File: config.mk
export PLATFORM = sky130hd
export DESIGN_NAME = uart_tx_arb_flat
export DESIGN_NICKNAME = d
export VERILOG_FILES = /design/src/rtl/uart_tx_arb_if.sv /design/src/rtl/uart_tx_arb.sv /design/src/flat_wrapper.sv
export SDC_FILE = /design/constraint.sdc
export NUM_CORES = 1
export LEC_CHECK = 0
export BUFFER_PORTS_ARGS = -buffer_cell sky130_fd_sc_hd__buf_2
export CAP_MARGIN = 20
export CORE_ASPECT_RATIO = 2
export CORE_MARGIN = 5
export CORE_UTILIZATION = 45
export CTS_BUF_LIST = sky130_fd_sc_hd__clkbuf_4 sky130_fd_sc_hd__clkbuf_8
export DETAILED_ROUTE_END_ITERATION = 8
export PLACE_DENSITY = 0.8
export SLEW_MARGIN = 30
export SYNTH_ARGS = -nofsm -noshare
export SYNTH_HDL_FRONTEND = slang
export SYNTH_SLANG_ARGS = --single-unit
File: constraint.sdc
create_clock -name clk_tx -period 5.1 [get_ports clk_tx]
set_input_delay 0.255 -clock clk_tx [delete_from_list [all_inputs] [get_ports clk_tx]]
set_output_delay 0.255 -clock clk_tx [all_outputs]
set_load 0.02 [all_outputs]
File: src/rtl/uart_tx_arb_if.sv
// Bundles the requester byte streams and the TX FIFO write port of the UART transmit arbiter.
// Latency: none; this is a pure signal bundle.
// Backpressure: fifo_full gates req_ready of the granted requester; other requesters always see ready low.
interface uart_tx_arb_if #(
    parameter int NREQ = 2
);
    logic [NREQ-1:0]   req_valid;
    logic [8*NREQ-1:0] req_data;
    logic [NREQ-1:0]   req_last;
    logic [NREQ-1:0]   req_ready;
    logic              fifo_full;
    logic              fifo_w_en;
    logic [7:0]        fifo_w_data;
    logic [1:0]        grant_id;
    logic              busy;

    // Requester/FIFO side: drives byte streams and the FIFO full flag.
    modport master (
        output req_valid, req_data, req_last, fifo_full,
        input  req_ready, fifo_w_en, fifo_w_data, grant_id, busy
    );

    // Arbiter side.
    modport slave (
        input  req_valid, req_data, req_last, fifo_full,
        output req_ready, fifo_w_en, fifo_w_data, grant_id, busy
    );
endinterface

File: src/rtl/uart_tx_arb.sv
// Round-robin, packet-granular arbiter of NREQ byte streams onto the UART TX FIFO write port.
// Latency: 2 cycles from req_valid seen in IDLE to the first push; pushes then flow 1 byte/cycle.
// Backpressure: fifo_full drops req_ready combinationally; stalls never count toward the idle timeout.
// Optional: define UART_TX_ARB_PRIO_EN to give requester 0 strict priority at grant time.
module uart_tx_arb #(
    parameter int NREQ       = 2,
    parameter int MAX_BURST  = 8,
    parameter int GAP_CYCLES = 2,
    parameter int TIMEOUT    = 16
) (
    input  logic         clk_tx,
    input  logic         rst_n,
    uart_tx_arb_if.slave bus
);
    typedef enum logic [1:0] {IDLE, GRANT, XFER, GAP} state_t;

    state_t     state;
    logic [1:0] rr_ptr;
    logic [1:0] grant_id_q;
    logic [7:0] beat_cnt;
    logic [7:0] tmo_cnt;
    logic [3:0] gap_cnt;

    logic       cur_valid;
    logic       cur_last;
    logic [7:0] cur_data;
    logic       xfer_rdy;
    logic       push;
    logic       grant_done;
    logic       pick_vld;
    logic [1:0] pick_id;
    int         scan_idx;

    // Mux out the granted requester's stream (compare loop keeps index widths exact for any NREQ).
    always_comb begin
        cur_valid = 1'b0;
        cur_last  = 1'b0;
        cur_data  = 8'h00;
        for (int i = 0; i < NREQ; i++) begin
            if (grant_id_q == 2'(i)) begin
                cur_valid = bus.req_valid[i];
                cur_last  = bus.req_last[i];
                cur_data  = bus.req_data[8*i +: 8];
            end
        end
    end

    // Next-grant selection: nearest valid requester above rr_ptr, wrapping; scanned far-to-near so the nearest wins.
    always_comb begin
        pick_vld = 1'b0;
        pick_id  = 2'd0;
        scan_idx = 0;
        for (int k = NREQ; k >= 1; k--) begin
            scan_idx = int'(rr_ptr) + k;
            if (scan_idx >= NREQ) begin
                scan_idx = scan_idx - NREQ;
            end
            if (bus.req_valid[scan_idx]) begin
                pick_vld = 1'b1;
                pick_id  = 2'(scan_idx);
            end
        end
`ifdef UART_TX_ARB_PRIO_EN
        if (bus.req_valid[0]) begin
            pick_vld = 1'b1;
            pick_id  = 2'd0;
        end
`else
`endif
    end

    // Push and release qualification for the current XFER cycle; last byte and burst cap share one release.
    always_comb begin
        xfer_rdy   = rst_n && (state == XFER) && !bus.fifo_full;
        push       = xfer_rdy && cur_valid;
        grant_done = (push && (cur_last || (beat_cnt == 8'(MAX_BURST - 1)))) ||
                     ((state == XFER) && !cur_valid && (tmo_cnt == 8'(TIMEOUT - 1)));
    end

    // Drive the FIFO port and per-requester ready; everything is forced low while reset is held.
    always_comb begin
        bus.req_ready = '0;
        for (int i = 0; i < NREQ; i++) begin
            bus.req_ready[i] = xfer_rdy && (grant_id_q == 2'(i));
        end
        bus.fifo_w_en   = push;
        bus.fifo_w_data = push ? cur_data : 8'h00;
        bus.grant_id    = grant_id_q;
        bus.busy        = rst_n && (state != IDLE);
    end

    // Arbiter FSM with grant, burst, timeout and gap bookkeeping.
    always_ff @(posedge clk_tx) begin
        if (!rst_n) begin
            state      <= IDLE;
            rr_ptr     <= 2'(NREQ - 1);
            grant_id_q <= 2'd0;
            beat_cnt   <= 8'd0;
            tmo_cnt    <= 8'd0;
            gap_cnt    <= 4'd0;
        end else begin
            case (state)
                IDLE: begin
                    if (pick_vld) begin
                        grant_id_q <= pick_id;
                        state      <= GRANT;
                    end
                end
                GRANT: begin
                    beat_cnt <= 8'd0;
                    tmo_cnt  <= 8'd0;
                    state    <= XFER;
                end
                XFER: begin
                    if (push) begin
                        beat_cnt <= beat_cnt + 8'd1;
                    end
                    tmo_cnt <= cur_valid ? 8'd0 : tmo_cnt + 8'd1;
                    if (grant_done) begin
                        rr_ptr  <= grant_id_q;
                        gap_cnt <= 4'd0;
                        state   <= (GAP_CYCLES > 0) ? GAP : IDLE;
                    end
                end
                GAP: begin
                    if (gap_cnt == 4'(GAP_CYCLES - 1)) begin
                        state <= IDLE;
                    end else begin
                        gap_cnt <= gap_cnt + 4'd1;
                    end
                end
                default: state <= IDLE;
            endcase
        end
    end
endmodule

File: src/flat_wrapper.sv
// flat-port wrapper written by rule: the top's interface ports become plain ports
module uart_tx_arb_flat 
#(
    parameter int NREQ       = 2,
    parameter int MAX_BURST  = 8,
    parameter int GAP_CYCLES = 2,
    parameter int TIMEOUT    = 16
)
  (clk_tx, rst_n, bus_req_valid, bus_req_data, bus_req_last, bus_fifo_full, bus_req_ready, bus_fifo_w_en, bus_fifo_w_data, bus_grant_id, bus_busy);
  uart_tx_arb_if #(.NREQ(NREQ)) bus_i ();
  input  logic clk_tx;
  input  logic rst_n;
  input wire logic [$bits(bus_i.req_valid)-1:0] bus_req_valid;
  input wire logic [$bits(bus_i.req_data)-1:0] bus_req_data;
  input wire logic [$bits(bus_i.req_last)-1:0] bus_req_last;
  input wire logic [$bits(bus_i.fifo_full)-1:0] bus_fifo_full;
  output wire logic [$bits(bus_i.req_ready)-1:0] bus_req_ready;
  output wire logic [$bits(bus_i.fifo_w_en)-1:0] bus_fifo_w_en;
  output wire logic [$bits(bus_i.fifo_w_data)-1:0] bus_fifo_w_data;
  output wire logic [$bits(bus_i.grant_id)-1:0] bus_grant_id;
  output wire logic [$bits(bus_i.busy)-1:0] bus_busy;
  assign bus_i.req_valid = bus_req_valid;
  assign bus_i.req_data = bus_req_data;
  assign bus_i.req_last = bus_req_last;
  assign bus_i.fifo_full = bus_fifo_full;
  assign bus_req_ready = bus_i.req_ready;
  assign bus_fifo_w_en = bus_i.fifo_w_en;
  assign bus_fifo_w_data = bus_i.fifo_w_data;
  assign bus_grant_id = bus_i.grant_id;
  assign bus_busy = bus_i.busy;
  uart_tx_arb #(.NREQ(NREQ), .MAX_BURST(MAX_BURST), .GAP_CYCLES(GAP_CYCLES), .TIMEOUT(TIMEOUT)) u_core (.clk_tx(clk_tx), .rst_n(rst_n), .bus(bus_i));
endmodule
### After elaboration in Yosys (flattened, before gate mapping)

Index checks and enable logic that the tools add are counted.

| storage, ports and cells | value |
|---|---|
| flip-flop bits (word level) | 26 |
| output and inout port bits | 14 |

| operators by class | value |
|---|---|
| equality and inequality tests | 12 |
| add/sub/neg operators | 7 |
| order comparisons | 4 |
| reduce and logical (&&, ||, !) cells | 23 |
| mux-type cells | 30 |

Operators by type and width:

| kind | number |
|---|---|
| $ge 32x3->1 const B | 2 |
| $lt 32x3->1 const B | 2 |
| $mux 32 | 2 |
| $sub 32x3->32 const B | 2 |
| $mux 8 | 5 |
| $pmux 8 s2 | 2 |
| $add 8x1->8 const B | 2 |
| $mux 1 | 12 |
| $mux 2 | 5 |
| $logic_and 1x1->1 | 9 |
| $eq 8x3->1 const B | 1 |
| $eq 8x4->1 const B | 1 |
| $mux 4 | 2 |
| $ne 2x1->1 const B | 4 |
| $pmux 2 s4 | 1 |
| $pmux 4 s2 | 1 |
| $reduce_and 2->1 | 3 |
| $reduce_and 3->1 | 2 |
| $reduce_bool 2->1 | 3 |
| $add 4x1->4 const B | 1 |
| $eq 2x1->1 const B | 2 |
| $eq 2x2->1 const B | 2 |
| $eq 4x1->1 const B | 1 |
| $logic_not 2->1 | 2 |
| 5 further kinds | 7 |

### Logic depth before layout (Yosys ltp)

| depth | value |
|---|---|
| word-level depth | 10 |
| depth in mapped cells | 8 |
| depth with buffers taken out | 7 |

### Worst setup path after synthesis

OpenSTA, ideal clock, no wires.

| path | value |
|---|---|
| path type | register -> register |
| start | reg u_core.state[0] |
| end | reg u_core.gap_cnt[1] |
| slack | 3.143 ns |
| setup time | 0.070 ns |
| cell stages (with the launch flop) | 8 |
| arrival time | 1.887 ns |
| period minus slack after synthesis | 1.957 ns |
| cell sequence | dfxtp_1 inv_1 ha_1 nand4bb_1 or2_1 o221a_4 or4_1 a21boi_1 |

| on the way | value |
|---|---|
| cells in the longest elaborated chain, start to end | 8 |
| elaborated cells on any way between the ends | 14 |
| classes of those cells | eq/ne: 4; mux: 1; reduce/logical: 9 |

RTL lines:

| what | line | source |
|---|---|---|
| from (decl) | uart_tx_arb.sv:17 | `state_t state;` |
| from (signal assigned) | uart_tx_arb.sv:122 | `state <= (GAP_CYCLES > 0) ? GAP : IDLE;` |
| $eq 2x2->1 | uart_tx_arb.sv:74, uart_tx_arb.sv:77, uart_tx_arb.sv:102 |  |
| $logic_and 1x1->1 (2 in a row) | uart_tx_arb.sv:74 | `xfer_rdy = rst_n && (state == XFER) && !bus.fifo_full;` |
| $logic_and 1x1->1 | uart_tx_arb.sv:75 | `push = xfer_rdy && cur_valid;` |
| $logic_and 1x1->1 | uart_tx_arb.sv:76 | `grant_done = (push && (cur_last \|\| (beat_cnt == 8'(MAX_BURST - 1)))) \|\|` |
| $logic_or 1x1->1 | uart_tx_arb.sv:76 |  |
| $ne 2x1->1 (no source line) | - |  |
| $reduce_and 3->1 (no source line) | - |  |
| to (signal assigned) | uart_tx_arb.sv:129 | `gap_cnt <= gap_cnt + 4'd1;` |
| to (decl) | uart_tx_arb.sv:22 | `logic [3:0] gap_cnt;` |

Parallel ways exist; a longest one is shown, timed or not.
A chain may end at the register's enable or synchronous reset.

### Final worst setup path

| path | value |
|---|---|
| start | reg u_core.grant_id_q[0], in the netlist u_core.bus.grant_id[0] |
| end | reg u_core.gap_cnt[1] |

| on the way | value |
|---|---|
| cells in the longest elaborated chain, start to end | 9 |
| elaborated cells on any way between the ends | 15 |
| classes of those cells | eq/ne: 2; mux: 4; reduce/logical: 9 |

RTL lines:

| what | line | source |
|---|---|---|
| from (decl) | uart_tx_arb.sv:19 | `logic [1:0] grant_id_q;` |
| from (signal assigned) | uart_tx_arb.sv:105 | `grant_id_q <= pick_id;` |
| $logic_not 2->1 | uart_tx_arb.sv:40 | `if (grant_id_q == 2'(i)) begin` |
| $mux 1 (2 in a row) | uart_tx_arb.sv:40 |  |
| $logic_not 1->1 | uart_tx_arb.sv:77 | `((state == XFER) && !cur_valid && (tmo_cnt == 8'(TIMEOUT - 1)));` |
| $logic_and 1x1->1 (2 in a row) | uart_tx_arb.sv:77 |  |
| $logic_or 1x1->1 (*) | uart_tx_arb.sv:76 |  |
| $ne 2x1->1 (no source line) (*) | - |  |
| $reduce_and 3->1 (no source line) (*) | - |  |

Mark *: on every way between the ends. The rest lies on a longest branch, timed or not.

==> flow_metrics.py <==
metrics = {
    "outcome": {
        "outcome": "finished clean",
    },
    "pwr": {
        "p_comb_frac": 0.333,
        "ir_drop_uv": 324.1,
        "p_leak_nw": 0.6838,
        "clkPwrFrac": 0.211,
        "p_sw_frac": 0.3476,
        "netSwitchingPower_mw": 0.1837,
        "p_per_area_nw_per_um2": 306.9,
        "internal_power_mw": 0.3447,
        "power.share.sequential": 0.457,
    },
    "setup_path": {
        "crit_required_ps": 5300,
        "cp.arrival_ps": 2800,
        "crit_type": "reg -> reg",
        "start_kind": "flop",
        "critPathCaptureType": "flop",
        "crit_fanout": 20,
        "slowest_stage": "dfxtp_1",
        "slowest_delay_ps": 770,
        "cp_cell_sequence": "mux2i_1, or2_1, o221a_4, or4_1, a21boi_1",
    },
    "grt": {
        "first_global_vias": 1282,
        "track_usage": 0.1482,
        "grt_overflow": 0,
        "grt_max_degree": 21,
        "antenna_found_initial": 0,
        "grt_pass1_wl_um": 5602,
    },
    "placed_design": {
        "placed_cells": 235,
        "gp_congestion": 0.8497,
        "io_buffers": 36,
        "hpwl_um": 2653,
    },
    "cts": {
        "ctsHoldBuffers": 0,
        "root_buffer": "clkbuf_8",
        "cts_max_level": 1,
        "clock_path_buffers": 2,
        "clkLatencyLatePin_ps": 260,
        "postCtsSetupBuffers": 0,
        "cts_tree": "built",
        "cts_buffers": 3,
        "cts_resized": 0,
        "clk_pin_slew_ps": 80,
        "clock_sinks": 26,
    },
    "finish": {
        "syn_to_final_growth_pct": 15.34,
        "fill_cells": 312,
        "multi_input_area_sq_um": 907.1,
        "stdcell_count": 238,
        "fin_nets": 240,
        "seq_area_sq_um": 520.5,
        "drive_above_1_share": 0.2174,
        "num_antenna_cells": 0,
    },
    "synthesis": {
        "netlist_area_sq_um": 1493,
        "yosysTopAreaCellShare": 0.3487,
        "syn_nets": 206,
        "synth-main-ff-cell": "dfxtp_1",
        "yosysUniqueCellTypes": 40,
        "synth_edf_count": 0,
        "synthCells": 175,
        "synth_top_family_by_area": "simple AND/OR/NAND/NOR gates",
        "ys_warn_count": 0,
        "synth_fa_ha_area_frac": 0.06706,
        "synth_seq_cells": 26,
        "yosys-top-cells-count": "29 x nor2_1, 26 x dfxtp_1, 14 x mux2i_1, 14 x nand2_1, 10 x xnor2_1",
        "synth_area_leaders": "dfxtp_1 35%, mux2i_1 9.4%, nor2_1 7.3%, ha_1 6.7%, xnor2_1 5.9%",
        "synth.avg_cell_area_sq_um": 8.530,
        "synth_mux_area_frac": 0.1090,
        "synth_largest_area_cell": "dfxtp_1",
        "async_flop_share": 0,
        "post_synth_xor_area_fraction": 0.07628,
        "synthSimpleGateAreaFrac": 0.2255,
        "synth_most_common_cell": "nor2_1",
        "synth_compound_area_frac": 0.1299,
        "ys_seq_area_frac": 0.3487,
    },
    "sta": {
        "rsz0062_at_grt": "false",
        "post-route-period-util": 0.5093,
        "setup_tns_ps": 0,
        "max_slew_margin": 0.5443,
        "finalSetupViolCount": 0,
        "min_period_ps": 2597,
        "worst_slew_pin_slew_ps": 682.6,
        "hold_violations": 0,
        "fmax_mhz": 385.0,
        "fin_skew_ps": 1.925,
        "drv_slew": 0,
    },
    "floorplan": {
        "coreArea_sq_um": 3193,
        "start_util": 0.4675,
        "die-area_sq_um": 4639,
        "die_y_um": 91.45,
        "die_x_um": 50.73,
        "io_pins": 37,
        "rows": 29,
    },
    "flow_run": {
        "cap_violations": 0,
    },
    "detailed_routing": {
        "dr.first_iter.drc_count": 42,
        "vias": 1310,
        "dr.pass1.iters": 4,
        "ant_nets": 0,
        "post-route-drc-count": 0,
        "drt-vias-per-instance": 5.504,
        "wirelength_um": 3346,
        "routedWlPerCell_um": 14.06,
    },
    "min_path": {
        "hold_path_class": "in -> reg",
    },
}
==> final timing paths <==
path,start,endpoint,slack (ps),cells past startpoint
max reg2reg,u_core.bus.grant_id[0],u_core.gap_cnt[1],2500,5
max,u_core.bus.grant_id[0],u_core.gap_cnt[1],2500,5
min reg2reg,u_core.gap_cnt[3],u_core.gap_cnt[3],490,2
min,rst_n,u_core.rr_ptr[0],290,2
==> state kept, by name, indices dropped and copies added (netlist names) <==
name,cells
u_core.beat_cnt,8
u_core.bus.grant_id,2
u_core.gap_cnt,4
u_core.rr_ptr,2
u_core.state,2
u_core.tmo_cnt,8
==> area by class of cell <==
class | instances | area share
Timing Repair Buffer | 36 | 0.1047
Inverter | 9 | 0.01962
Sequential cell | 26 | 0.3023
Clock buffer | 3 | 0.02398
Tap cell | 31 | 0.02253
Multi-Input combinational cell | 133 | 0.5269
==> placed cells by master, fill, tap and decap left out, types with 2 or more instances in the layout <==
cell      Yosys  final
a32oi_1       2      2
xnor2_1      10     10
nand4_1       6      6
or3_1         3      3
mux2_2        2      2
a211oi_1      4      4
nand2_1      14     14
dfxtp_1      26     26
inv_1         9      9
a21oi_1       4      4
buf_2         1     36
xor2_1        3      3
nand3_1       4      4
mux2i_1      14     14
nor2_1       29     29
clkbuf_8      0      3
ha_1          8      8
nor2b_1       4      4
o21ai_0       7      7
==> critical path, delay by kind of cell, from the launching register on <==
| kind | cells | cell delay, ps |
|---|---|---|
| and+or+nand+nor | 2 | 980 |
| DFF | 1 | 770 |
| AOI/OAI and AO/OA | 2 | 570 |
| muxes | 1 | 210 |
==> logic make-up (layout without fill, tap and decap cells) <==
family	after synthesis	in the layout
buffers and inverters	16	48
muxes	16	16
and+or+nand+nor	70	70
xor gates and xnor gates	13	13
AOI/OAI and AO/OA	26	26
DFF	26	26
adders and majority gates	8	8
==> stage by stage <==
step / utilization / setup WS [ps] / hold slack [ps] / cell area, sq um / power [mW]
floorplan: - / 3143 / 442.6 / 1493 / 0.3765
global placement: 0.5263 / 2587 / 465.5 / 1680 / 0.4146
detailed placement: 0.5263 / 2512 / 484.4 / 1680 / 0.4208
CTS: 0.5392 / 2498 / 291.5 / 1722 / 0.5320
global route: 0.5392 / 2345 / 316.0 / 1722 / 0.5658
finish: 0.5392 / 2503 / 290.9 / 1722 / 0.5284
==> metal layers <==
metal  part of all wire  wire (um)  vias to the layer above  global-route usage
met5                  0          0                        -                   0
met2               0.59       1968                       19              0.2863
met1               0.37       1236                      614              0.1515
met4              0.017         58                        0             0.05330
met3              0.025         82                        7             0.01803
li1                   -          -                      670                   -
==> power by group through the flow <==
stage	registers, mW	clock network [mW]	logic (mW)
final	0.241	0.111	0.176
after global routing	0.244	0.123	0.198
after CTS	0.241	0.114	0.177
after detailed placement	0.246	0	0.175
after global placement	0.245	0	0.169
after floorplan	0.237	0	0.140
(Power assumes the default switching activity.)
